$ cat src/rtl/cla_pkg.sv
// Shared types and constants for the nibble-serial carry-lookahead adder.
package cla_pkg;

    localparam int unsigned NIB_W = 4;

    typedef enum logic [1:0] {
        IDLE,
        RUN,
        DONE
    } state_t;

    // Nibble-index register width; a single-nibble adder still needs one bit.
    function automatic int unsigned cla_idx_w(input int unsigned nib);
        return (nib > 1) ? $clog2(nib) : 1;
    endfunction

endpackage

$ cat src/rtl/cla_lookahead_unit.sv
// 4-bit lookahead carry unit: every carry is a two-level sum of products of p/g/c0.
module cla_lookahead_unit (
    input  logic [3:0] p,
    input  logic [3:0] g,
    input  logic       c0,
    output logic [3:1] c,
    output logic       c4,
    output logic       g_blk,
    output logic       p_blk
);

    assign c[1]  = g[0] | (p[0] & c0);
    assign c[2]  = g[1] | (p[1] & g[0]) | (p[1] & p[0] & c0);
    assign c[3]  = g[2] | (p[2] & g[1]) | (p[2] & p[1] & g[0]) | (p[2] & p[1] & p[0] & c0);

    assign g_blk = g[3] | (p[3] & g[2]) | (p[3] & p[2] & g[1]) | (p[3] & p[2] & p[1] & g[0]);
    assign p_blk = &p;
    assign c4    = g_blk | (p_blk & c0);

endmodule

$ cat src/rtl/cla_serial_adder.sv
// Multi-cycle adder: resolves one nibble per cycle through a lookahead unit,
// linking nibbles with a registered carry.
module cla_serial_adder
    import cla_pkg::*;
#(
    parameter int unsigned WIDTH = 16
) (
    input  logic             clk,
    input  logic             rst,
    input  logic             in_valid,
    output logic             in_ready,
    input  logic [WIDTH-1:0] a,
    input  logic [WIDTH-1:0] b,
    input  logic             cin,
    output logic             out_valid,
    input  logic             out_ready,
    output logic [WIDTH-1:0] sum,
    output logic             cout
);

    localparam int unsigned NIB   = WIDTH / NIB_W;
    localparam int unsigned IDX_W = cla_idx_w(NIB);

    if ((WIDTH % NIB_W) != 0 || WIDTH < NIB_W) begin : g_width_check
        $error("cla_serial_adder: WIDTH must be a multiple of 4 and at least 4");
    end

    state_t            state_q, state_d;
    logic [WIDTH-1:0]  a_q, b_q, sum_q;
    logic              carry_q, cout_q;
    logic [IDX_W-1:0]  idx_q;
    logic [NIB_W-1:0]  a_n, b_n, p, g, s;
    logic [3:1]        c;
    logic              c4, g_blk, p_blk;
    logic              accept, last;

    assign in_ready  = (state_q == IDLE);
    assign out_valid = (state_q == DONE);
    assign sum       = sum_q;
    assign cout      = cout_q;

    assign accept = in_valid & in_ready;
    assign last   = (idx_q == IDX_W'(NIB - 1));

    assign a_n = NIB_W'(a_q >> (int'(idx_q) * NIB_W));
    assign b_n = NIB_W'(b_q >> (int'(idx_q) * NIB_W));
    assign p   = a_n ^ b_n;
    assign g   = a_n & b_n;
    assign s   = p ^ {c, carry_q};

    cla_lookahead_unit u_lookahead (
        .p     (p),
        .g     (g),
        .c0    (carry_q),
        .c     (c),
        .c4    (c4),
        .g_blk (g_blk),
        .p_blk (p_blk)
    );

    always_comb begin
        state_d = state_q;
        case (state_q)
            IDLE:    if (accept) state_d = RUN;
            RUN:     if (last) state_d = DONE;
            DONE:    if (out_ready) state_d = IDLE;
            default: state_d = IDLE;
        endcase
    end

    always_ff @(posedge clk) begin
        if (rst) begin
            state_q <= IDLE;
            a_q     <= '0;
            b_q     <= '0;
            carry_q <= 1'b0;
            idx_q   <= '0;
            sum_q   <= '0;
            cout_q  <= 1'b0;
        end else begin
            state_q <= state_d;
            case (state_q)
                IDLE: begin
                    if (accept) begin
                        a_q     <= a;
                        b_q     <= b;
                        carry_q <= cin;
                        idx_q   <= '0;
                    end
                end
                RUN: begin
                    carry_q <= c4;
                    idx_q   <= idx_q + 1'b1;
                    for (int unsigned k = 0; k < NIB; k++) begin
                        if (idx_q == IDX_W'(k)) sum_q[k*NIB_W +: NIB_W] <= s;
                    end
                    // Same value as c4, formed from the block generate/propagate pair.
                    if (last) cout_q <= g_blk | (p_blk & carry_q);
                end
                default: ;
            endcase
        end
    end

endmodule

$ cat config.mk
export PLATFORM = sky130hd
export DESIGN_NAME = cla_serial_adder
export DESIGN_NICKNAME = d
export VERILOG_FILES = /design/src/rtl/cla_pkg.sv /design/src/rtl/cla_lookahead_unit.sv /design/src/rtl/cla_serial_adder.sv
export SDC_FILE = /design/constraint.sdc
export NUM_CORES = 1
export LEC_CHECK = 0
export BUFFER_PORTS_ARGS = -buffer_cell sky130_fd_sc_hd__clkbuf_2
export CORE_UTILIZATION = 25
export DETAILED_ROUTE_END_ITERATION = 7
export SYNTH_ARGS = -nofsm -noshare
export SYNTH_HDL_FRONTEND = slang
export SYNTH_SLANG_ARGS = --single-unit
$ cat constraint.sdc
create_clock -name clk -period 4.5 [get_ports clk]
set_input_delay 0.9 -clock clk [delete_from_list [all_inputs] [get_ports clk]]
set_output_delay 0.9 -clock clk [all_outputs]
set_load 0.1 [all_outputs]
==> metrics.md, run 1 <==
| Metric | Value |
|---|---|
| Nets | 365 |
| Count of cell types in the netlist | 34 |
| Max Slew Vio Count | 0 |
| Final-layout setup total negative slack | 0 ps |
| Cts bufs inserted | 5 |
| Share of layout cells above drive strength 1 | 0.231 |
| Cell type contributing the most total cell area after synthesis | sky130_fd_sc_hd__dfxtp_1 |
| Post-Route WL | 5.55 mm |
| CTS tree | yes |
| Post-synthesis share of cell area spent on and, or, nand and nor gates | 0.217 |
| Proportion of register bits with asynchronous set or reset after synthesis | 0 |
| Y dimension of the die | 98.9 um |
| Critical path class | reg -> reg |
| Total number of vias | 1993 |
| Antenna violations before repair | 0 |
| GRT Resource Usage Total | 0.117 |
| Area of the die | 0.00978 mm2 |
| Fin area | approximately 0.0028 mm2 |
| RePlAce Congestion | 0.817 |
| First-pass GRT wire length | 8.98 mm |
| Final Hold Viols | 0 |
| Startpoint of the lowest-slack hold path | sum[14]$_SDFFE_PP0P_ |
| Number of resized instances in the post-cts repair step | 0 |
| Routed length on met3 | 281 um |
| Half-perimeter wire length after placement | 4.13 mm |
| WP data arrival | around 2900 ps |
| Clock insertion delay at the later pin of the skew report | between 300 and 400 ps |
| Setup repair after global routing missed its margin | false |
| Count of buffers from port buffering | 55 |
| Number of antenna diodes | 0 |
| Endpoint of the worst register-to-register path | sum[11]$_SDFFE_PP0P_ |
| CTS Buffer Depth | 2 |
| Max IR drop VDD | between 0.00015 and 0.0002 V |
| Clock slew seen by the registers of the worst setup and hold paths | approximately 100 ps |
| Synthesized area divided by synthesized cell count | 8.56 um2 |
| Total power divided by cell area | 365 mW/mm2 |
| Metal2 WL | 2.41 mm |
| Adder and majority gate portion of the synthesized area | 0.0512 |
| Horizontal die dimension | roughly 100 um |
| Mux contribution to synthesized area | 0.0768 |
| Power, Total | 1.02 mW |
| Warnings, synthesis | 0 |
| Number of buffers added to fix hold violations after cts | 0 |
| Compound-gate portion of the synthesized area | 0.149 |
| Synthesis-to-finish area growth | 19.0% |
| Combinational family with the most area after synthesis | simple AND/OR/NAND/NOR gates |
| Post-synth net total | 320 |
| Kind of launch point of the worst setup path | register |
| Post-detailed-route wirelength per cell | 13.0 um |
| Largest net degree at the start of global routing | 55 |
| Portion of the clock cycle consumed by the worst path in the final layout | 0.609 |
| Cell area after placement | 0.00268 mm2 |
| Least-Margin Pin Slew | 1090 ps |
| Row cnt | 34 |
| Count of cells along the worst hold path | 2 |
| CTS Root Buffer Type | sky130_fd_sc_hd__clkbuf_8 |
| Most common cell in the synthesized netlist | sky130_fd_sc_hd__nand2_1 |
| Post-synthesis share of cell area spent on xor and xnor gates | 0.00373 |
| Count of nets left with antenna violations after detail routing | 0 |
| Fraction of synthesized cell area taken by the top area cell type | 0.461 |
| Ranking of synthesized cells by area | sky130_fd_sc_hd__dfxtp_1 (46%), sky130_fd_sc_hd__nand2_1 (13%), sky130_fd_sc_hd__a21oi_1 (11%), sky130_fd_sc_hd__mux4_2 (7.7%), sky130_fd_sc_hd__ha_1 (4.3%) |
| Leak | 1.11 nW |
| Initial cell density of the core | 0.264 |
| Number of vias per cell | 4.66 |
| Overflow left after global routing | 0 |
| Post-layout minimum cycle time | roughly 2700 ps |
| Vias in the first global route | 1884 |
| Number of standard cells after synthesis | 274 |
| Flip-flop cell with the highest count after synthesis | sky130_fd_sc_hd__dfxtp_1 |
| Worst path required time | roughly 4700 ps |
| Sequential cell area fraction in the yosys report | 0.461 |
| H-Tree Depth | 2 |
| Maximum clock rate | 365 MHz |
| Max_cap viols | 0 |
| DR pass1 iterations | 4 |
| Depth of the most critical reg-to-reg path | 6 |
| Critical Path Sink Type | register |
| Core region area | 0.00889 mm2 |
| Clock Sink Count | between 50 and 60 |
| EDFF count, synth | 0 |
| Setup slack of the most critical reg-to-reg path | around 1800 ps |
| Wire length the detailed router placed on met1 | 2.70 mm |
| Class of the most critical hold timing path | reg -> reg |
| Worst reg2reg startpoint | idx_q[0]$_SDFFE_PP0P_ |
| Critical Path Fanout Max | 12 |
| Post-route clock skew | 14.2 ps |
| Iteration-0 DRC count of the detailed router | 57 |
| Highest routed metal layer | met4 |
| Cell types with the highest counts after synthesis | sky130_fd_sc_hd__nand2_1 (84), sky130_fd_sc_hd__dfxtp_1 (54), sky130_fd_sc_hd__a21oi_1 (53) |
| Synth Cell Area | 0.00235 mm2 |
| Final setup violation count | 0 |
| Post-CTS Setup Bufs | 0 |
| Worst slew margin | 0.275 |
| Number of placed I/O pins | 56 |
| Count of unresolved DRC violations after routing | 0 |
| Outcome | finished clean |
| Hold endpoint | sum[14]$_SDFFE_PP0P_ |
| Flop and latch count out of synthesis | 54 |
how the worst max path moves through the flow:
stage                                 start                   end  slack (ps)  depth (start not counted)
finish                idx_q[0]$_SDFFE_PP0P_  sum[11]$_SDFFE_PP0P_        1760                          6
CTS                   idx_q[0]$_SDFFE_PP0P_  sum[11]$_SDFFE_PP0P_        1730                          6
detailed placement    idx_q[0]$_SDFFE_PP0P_  sum[11]$_SDFFE_PP0P_        1750                          6
floorplan           state_q[1]$_SDFFE_PP0P_              in_ready        1920                          1
global placement      idx_q[0]$_SDFFE_PP0P_  sum[11]$_SDFFE_PP0P_        1850                          6
global route          idx_q[0]$_SDFFE_PP0P_  sum[11]$_SDFFE_PP0P_        1590                          6
through the flow:
stage	worst slack, ps	utilization	std cells	hold slack [ps]
after floorplan	1920	-	274	433
after global placement	1850	0.301	420	444
after detailed placement	1750	0.301	420	447
after CTS	1730	0.314	428	461
after global routing	1590	0.314	428	474
final	1760	0.314	428	456
where the power goes:
| group | leakage (nW) | switching (mW) | total, mW | internal [mW] |
|---|---|---|---|---|
| registers | 0.441 | 0.0173 | 0.519 | 0.502 |
| clock network | 0.0587 | 0.166 | 0.335 | 0.169 |
| logic | 0.609 | 0.108 | 0.164 | 0.0559 |
layout make-up:
cell class,count,area [um2]
fillers,959,6100
multi-input cells,198,1170
well taps,108,135
inverters,5,18.8
flip-flops and latches,54,1080
clock inverters,3,47.5
clock buffers,5,68.8
repair buffers,55,275
critical path, cell delays in order, from the launching register on:
cell and delay [ps]:
sky130_fd_sc_hd__dfxtp_1 680, sky130_fd_sc_hd__mux4_2 590, sky130_fd_sc_hd__ha_1 310, sky130_fd_sc_hd__a211o_1 340, sky130_fd_sc_hd__a311oi_1 430, sky130_fd_sc_hd__or4_1 180, sky130_fd_sc_hd__a21oi_1 50
cell families (layout without fill, tap and decap cells):
kind of cell             Yosys count  count (layout)
buffers and inverters             22              68
flip-flops                        54              54
XOR/XNOR                           1               1
AO/OA/AOI/OAI                     64              64
AND/OR/NAND/NOR                  116             116
multiplexers                       8               8
adder cells (fa/ha/maj)            9               9
layer usage:
layer	vias up	GRT usage
met3	12	0.0270
li1	1025	-
met5	-	0
met1	902	0.160
met2	54	0.174
met4	0	0.0574
state kept, by name, summed over array words and instances, names as in the netlist:
register  flops
a_q          16
b_q          16
carry_q       1
idx_q         2
cout          1
state_q       2
sum          16
layout by cell type, fill, tap and decap left out, drive strengths merged, types with 2 or more instances in the layout:
master	instances
nor2	5
nand2b	3
and2	2
a311oi	4
or4	4
mux4	8
a21oi	53
nand4	3
clkbuf	60
inv	6
nand2	86
dfxtp	54
ha	8
nand3	6
nor2b	2
No activity file was read; power rests on OpenSTA's default activity.
==> run 2: changes to the inputs <==
--- a/config.mk
+++ b/config.mk
@@ -5,6 +5,7 @@
 export SDC_FILE = /design/constraint.sdc
 export NUM_CORES = 1
 export LEC_CHECK = 0
+export ABC_AREA = 1
 export BUFFER_PORTS_ARGS = -buffer_cell sky130_fd_sc_hd__clkbuf_2
 export CORE_UTILIZATION = 25
 export DETAILED_ROUTE_END_ITERATION = 7
==> constraint.sdc (replaced) <==
create_clock -name clk -period 2.3 [get_ports clk]
set_input_delay 0.46 -clock clk [delete_from_list [all_inputs] [get_ports clk]]
set_output_delay 0.46 -clock clk [all_outputs]
set_load 0.1 [all_outputs]
==> run 2 against run 1 <==
  * Critical path depth up 2
  * Largest cell class unchanged
  * Cell count up 20%
  * Global-route usage up 0.48 points
  * Sequential share of layout area down 1.3 points
  * Flip-flop and latch count unchanged
  * Final area up 3.6%
  * Via count up 8.5%
  * Critical endpoint is now sum[5]$_SDFFE_PP0P_
  * Utilization down 0.40 points
  * Register-to-register slack worse by 1500 ps
==> metrics.md, run 2 <==
| Metric | Value |
|---|---|
| Portion of the clock cycle consumed by the worst path in the final layout | 0.889 (+0.279) |
| EDFF count, synth | 0 (unchanged) |
| WP data arrival | 2290 ps (-610 ps) |
| Synthesized area divided by synthesized cell count | 7.34 um2 (-14%) |
| Number of placed I/O pins | 56 (unchanged) |
| Horizontal die dimension | 101 um (+1.9%) |
| Largest net degree at the start of global routing | 47 (-15%) |
| Number of vias per cell | 4.22 (-9.3%) |
| Count of cell types in the netlist | 27 (-21%) |
| Setup repair after global routing missed its margin | false |
| Max IR drop VDD | 0.000257 V (+51%) |
| Number of fill cells in the layout | 1028 (+7.2%) |
| Final Hold Viols | 0 (unchanged) |
| CTS tree | yes |
| Post-route clock skew | 6.33 ps (-7.83 ps) |
| Number of standard cells after synthesis | 332 (+21%) |
| Synth Cell Area | 0.00244 mm2 (+3.8%) |
| Most common cell in the synthesized netlist | sky130_fd_sc_hd__nor2_1 |
| RePlAce Congestion | 0.797 (-2.5%) |
| Post-layout minimum cycle time | 2040 ps (-698 ps) |
| Maximum clock rate | 489 MHz (+34%) |
| Fraction of synthesized cell area taken by the top area cell type | 0.444 (-0.0170) |
| Worst slew margin | 0.628 (+0.353) |
| Global Route met2 Usage | 0.201 (+0.0275) |
| Count of nets left with antenna violations after detail routing | 0 (unchanged) |
| Vias in the first global route | 2083 (+11%) |
| Leading cell type in the layout, fill and taps excluded | sky130_fd_sc_hd__nor2_1 |
| Global-route layer with the greatest usage | met2 |
| Delay of the slowest cell on the worst path | 380 ps (-300 ps) |
| Warnings, synthesis | 0 (unchanged) |
| Synthesis-to-finish area growth | 18.7% |
| CTS Root Buffer Type | sky130_fd_sc_hd__clkbuf_8 |
| Y dimension of the die | 101 um (+1.9%) |
| First-pass GRT wire length | 9.86 mm (+9.8%) |
| Iteration-0 DRC count of the detailed router | 76 (+33%) |
| Met1 capacity usage during global routing | 0.159 (-0.000698) |
| Antenna violations before repair | 0 (unchanged) |
| Post-CTS Setup Bufs | 0 (unchanged) |
| Clock Sink Count | 54 (unchanged) |
| Cell types with the highest counts after synthesis | sky130_fd_sc_hd__nor2_1 (83), sky130_fd_sc_hd__dfxtp_1 (54), sky130_fd_sc_hd__o21ai_0 (44) |
| Post-Route WL | 5.85 mm (+5.4%) |
| Leak | 1.34 nW (+21%) |
| Sequential cell area fraction in the yosys report | 0.444 (-0.0170) |
| Overflow left after global routing | 0 (unchanged) |
| Power, Total | 2.10 mW (+110%) |
| Post-synth net total | 378 (+18%) |
| Count of unresolved DRC violations after routing | 0 (unchanged) |
| Proportion of register bits with asynchronous set or reset after synthesis | 0 (unchanged) |
| Flop and latch count out of synthesis | 54 (unchanged) |
| Category of cells accounting for the largest share of critical-path delay | compound AO/OA/AOI/OAI gates |
| Clock insertion delay at the later pin of the skew report | 310 ps (about the same) |
| Post-detailed-route wirelength per cell | 11.4 um (-12%) |
| Cell area after placement | 0.00280 mm2 (+4.5%) |
| Area of the die | 0.0101 mm2 (+3.8%) |
| Total number of vias | 2163 (+8.5%) |
| Final-layout setup total negative slack | 0 ps (unchanged) |
| Least-Margin Pin Slew | 560 ps (-528 ps) |
| Cell type contributing the most total cell area after synthesis | sky130_fd_sc_hd__dfxtp_1 |
| Number of antenna diodes | 0 (unchanged) |
| Kind of launch point of the worst setup path | register |
| H-Tree Depth | 2 (unchanged) |
| Max_cap viols | 0 (unchanged) |
| Class of the most critical hold timing path | in -> reg |
| Worst path required time | 2550 ps (-2100 ps) |
| Crit-path most repeated cell | sky130_fd_sc_hd__nand2_1 |
| Ranking of synthesized cells by area | sky130_fd_sc_hd__dfxtp_1 (44%), sky130_fd_sc_hd__nor2_1 (13%), sky130_fd_sc_hd__o21ai_0 (9.0%), sky130_fd_sc_hd__nand2_1 (6.5%), sky130_fd_sc_hd__ha_1 (4.1%) |
| Half-perimeter wire length after placement | 4.42 mm (+7.1%) |
| Outcome | finished clean |
| Max Slew Vio Count | 0 (unchanged) |
| Highest-delay cell along the critical path | sky130_fd_sc_hd__fa_1 |
| CP cell instances | inv_2 > nand2_1 > a32oi_1 > inv_1 > fa_1 > xnor2_1 > nand2_1 > a21oi_1 |
| Initial cell density of the core | 0.261 (-0.00269) |
| CTS Buffer Depth | 2 (unchanged) |
| Critical Path Fanout Max | 20 (+8) |
| Critical path class | reg -> reg |
| Total power divided by cell area | 726 mW/mm2 (+99%) |
| GRT Resource Usage Total | 0.122 (+0.00477) |
| Flip-flop cell with the highest count after synthesis | sky130_fd_sc_hd__dfxtp_1 |
| Core region area | 0.00933 mm2 (+4.9%) |
| Clock slew seen by the registers of the worst setup and hold paths | 100 ps (about the same) |
| Highest-count cells in the layout ignoring fill and taps | sky130_fd_sc_hd__nor2_1 (83), sky130_fd_sc_hd__clkbuf_2 (55), sky130_fd_sc_hd__dfxtp_1 (53) |
| Fin area | 0.00289 mm2 (+3.6%) |
| Cts bufs inserted | 5 (unchanged) |
| Critical Path Sink Type | register |
| Count of buffers from port buffering | 55 (unchanged) |
| Met3 layer usage reported by global route | 0.0326 (+0.00564) |
| DR pass1 iterations | 4 (unchanged) |
| Final setup violation count | 0 (unchanged) |
| Share of layout cells above drive strength 1 | 0.206 (-0.0250) |
| Bufs and invs on worst path | 2 (+2) |
| Nets | 428 (+17%) |
| Row cnt | 35 (+2.9%) |
## run 2: changes by cell type in the layout (fill, tap and decap cells not counted), sizes merged, moves of 3 or more
cell / change
nand2b: -3
o22ai: +5
a311oi: -4
nor2: +80
nand2: -42
a21oi: -39
o21ai: +50
buf: +3
mux4: -8
o21a: +9
or4: -4
nand3: +3
inv: +21
## run 2: kinds of logic (layout without fill, tap and decap cells)
logic type | count (synthesis) | in the layout | share of synthesized area
AO/OA/AOI/OAI | 83 | 83 | 0.187
XOR/XNOR | 1 | 1 | 0.00360
buffers and inverters | 43 | 94 | 0.0842
flip-flops | 54 | 54 | 0.444
AND/OR/NAND/NOR | 142 | 142 | 0.232
adder cells (fa/ha/maj) | 9 | 9 | 0.0493
## run 2: area by class of cell
class | instances | area [um2] | share of cell area
Clock buffer | 6 | 82.6 | 0.0285
Tap cell | 129 | 161 | 0.0558
Timing Repair Buffer | 58 | 298 | 0.103
Sequential cell | 54 | 1080 | 0.374
Clock inverter | 2 | 12.5 | 0.00433
Inverter | 28 | 106 | 0.0368
Multi-Input combinational cell | 235 | 1150 | 0.397
## run 2: power breakdown
group | total [mW] | internal [mW] | switching, mW
logic | 0.500 | 0.154 | 0.346
registers | 1.04 | 1.00 | 0.0411
clock network | 0.557 | 0.243 | 0.314
total | 2.10 | 1.40 | 0.701
## run 2: layer usage
metal / share of wire / wire length, um
met1: 0.50 / 2890
met3: 0.055 / 319
met2: 0.44 / 2590
met4: 0.0063 / 37
met5: 0 / 0
## run 2: worst reg2reg max path: stages (launching register included)
cell and delay (ps):
sky130_fd_sc_hd__dfxtp_2 360, sky130_fd_sc_hd__inv_2 230, sky130_fd_sc_hd__nand2_1 110, sky130_fd_sc_hd__a32oi_1 280
sky130_fd_sc_hd__inv_1 100, sky130_fd_sc_hd__fa_1 380, sky130_fd_sc_hd__xnor2_1 330, sky130_fd_sc_hd__nand2_1 100
sky130_fd_sc_hd__a21oi_1 120
## run 2: repair_timing
item                                    in CTS  in global routing
hold buffers                                 0                  0
endpoints found under the setup margin       0                  8
resized for setup                            0                  1
## run 2: worst paths after layout
path,depth (start not counted),startpoint,slack (ps),end
hold / removal,3,b[11],380,b_q[11]$_SDFFE_PP0P_
hold reg to reg,2,sum[5]$_SDFFE_PP0P_,470,sum[5]$_SDFFE_PP0P_
setup reg to reg,8,idx_q[0]$_SDFFE_PP0P_,260,sum[5]$_SDFFE_PP0P_
setup / recovery,8,idx_q[0]$_SDFFE_PP0P_,260,sum[5]$_SDFFE_PP0P_
## run 2: per-stage QoR
stage          std cells  setup WS, ps  utilization  hold WS (ps)
6_report             512           256        0.310           382
5_1_grt              512          41.2        0.310           370
4_1_cts              512           199        0.310           375
3_5_place_dp         504           222        0.300           463
3_3_place_gp         504           304        0.300           462
2_1_floorplan        332           168            -           449
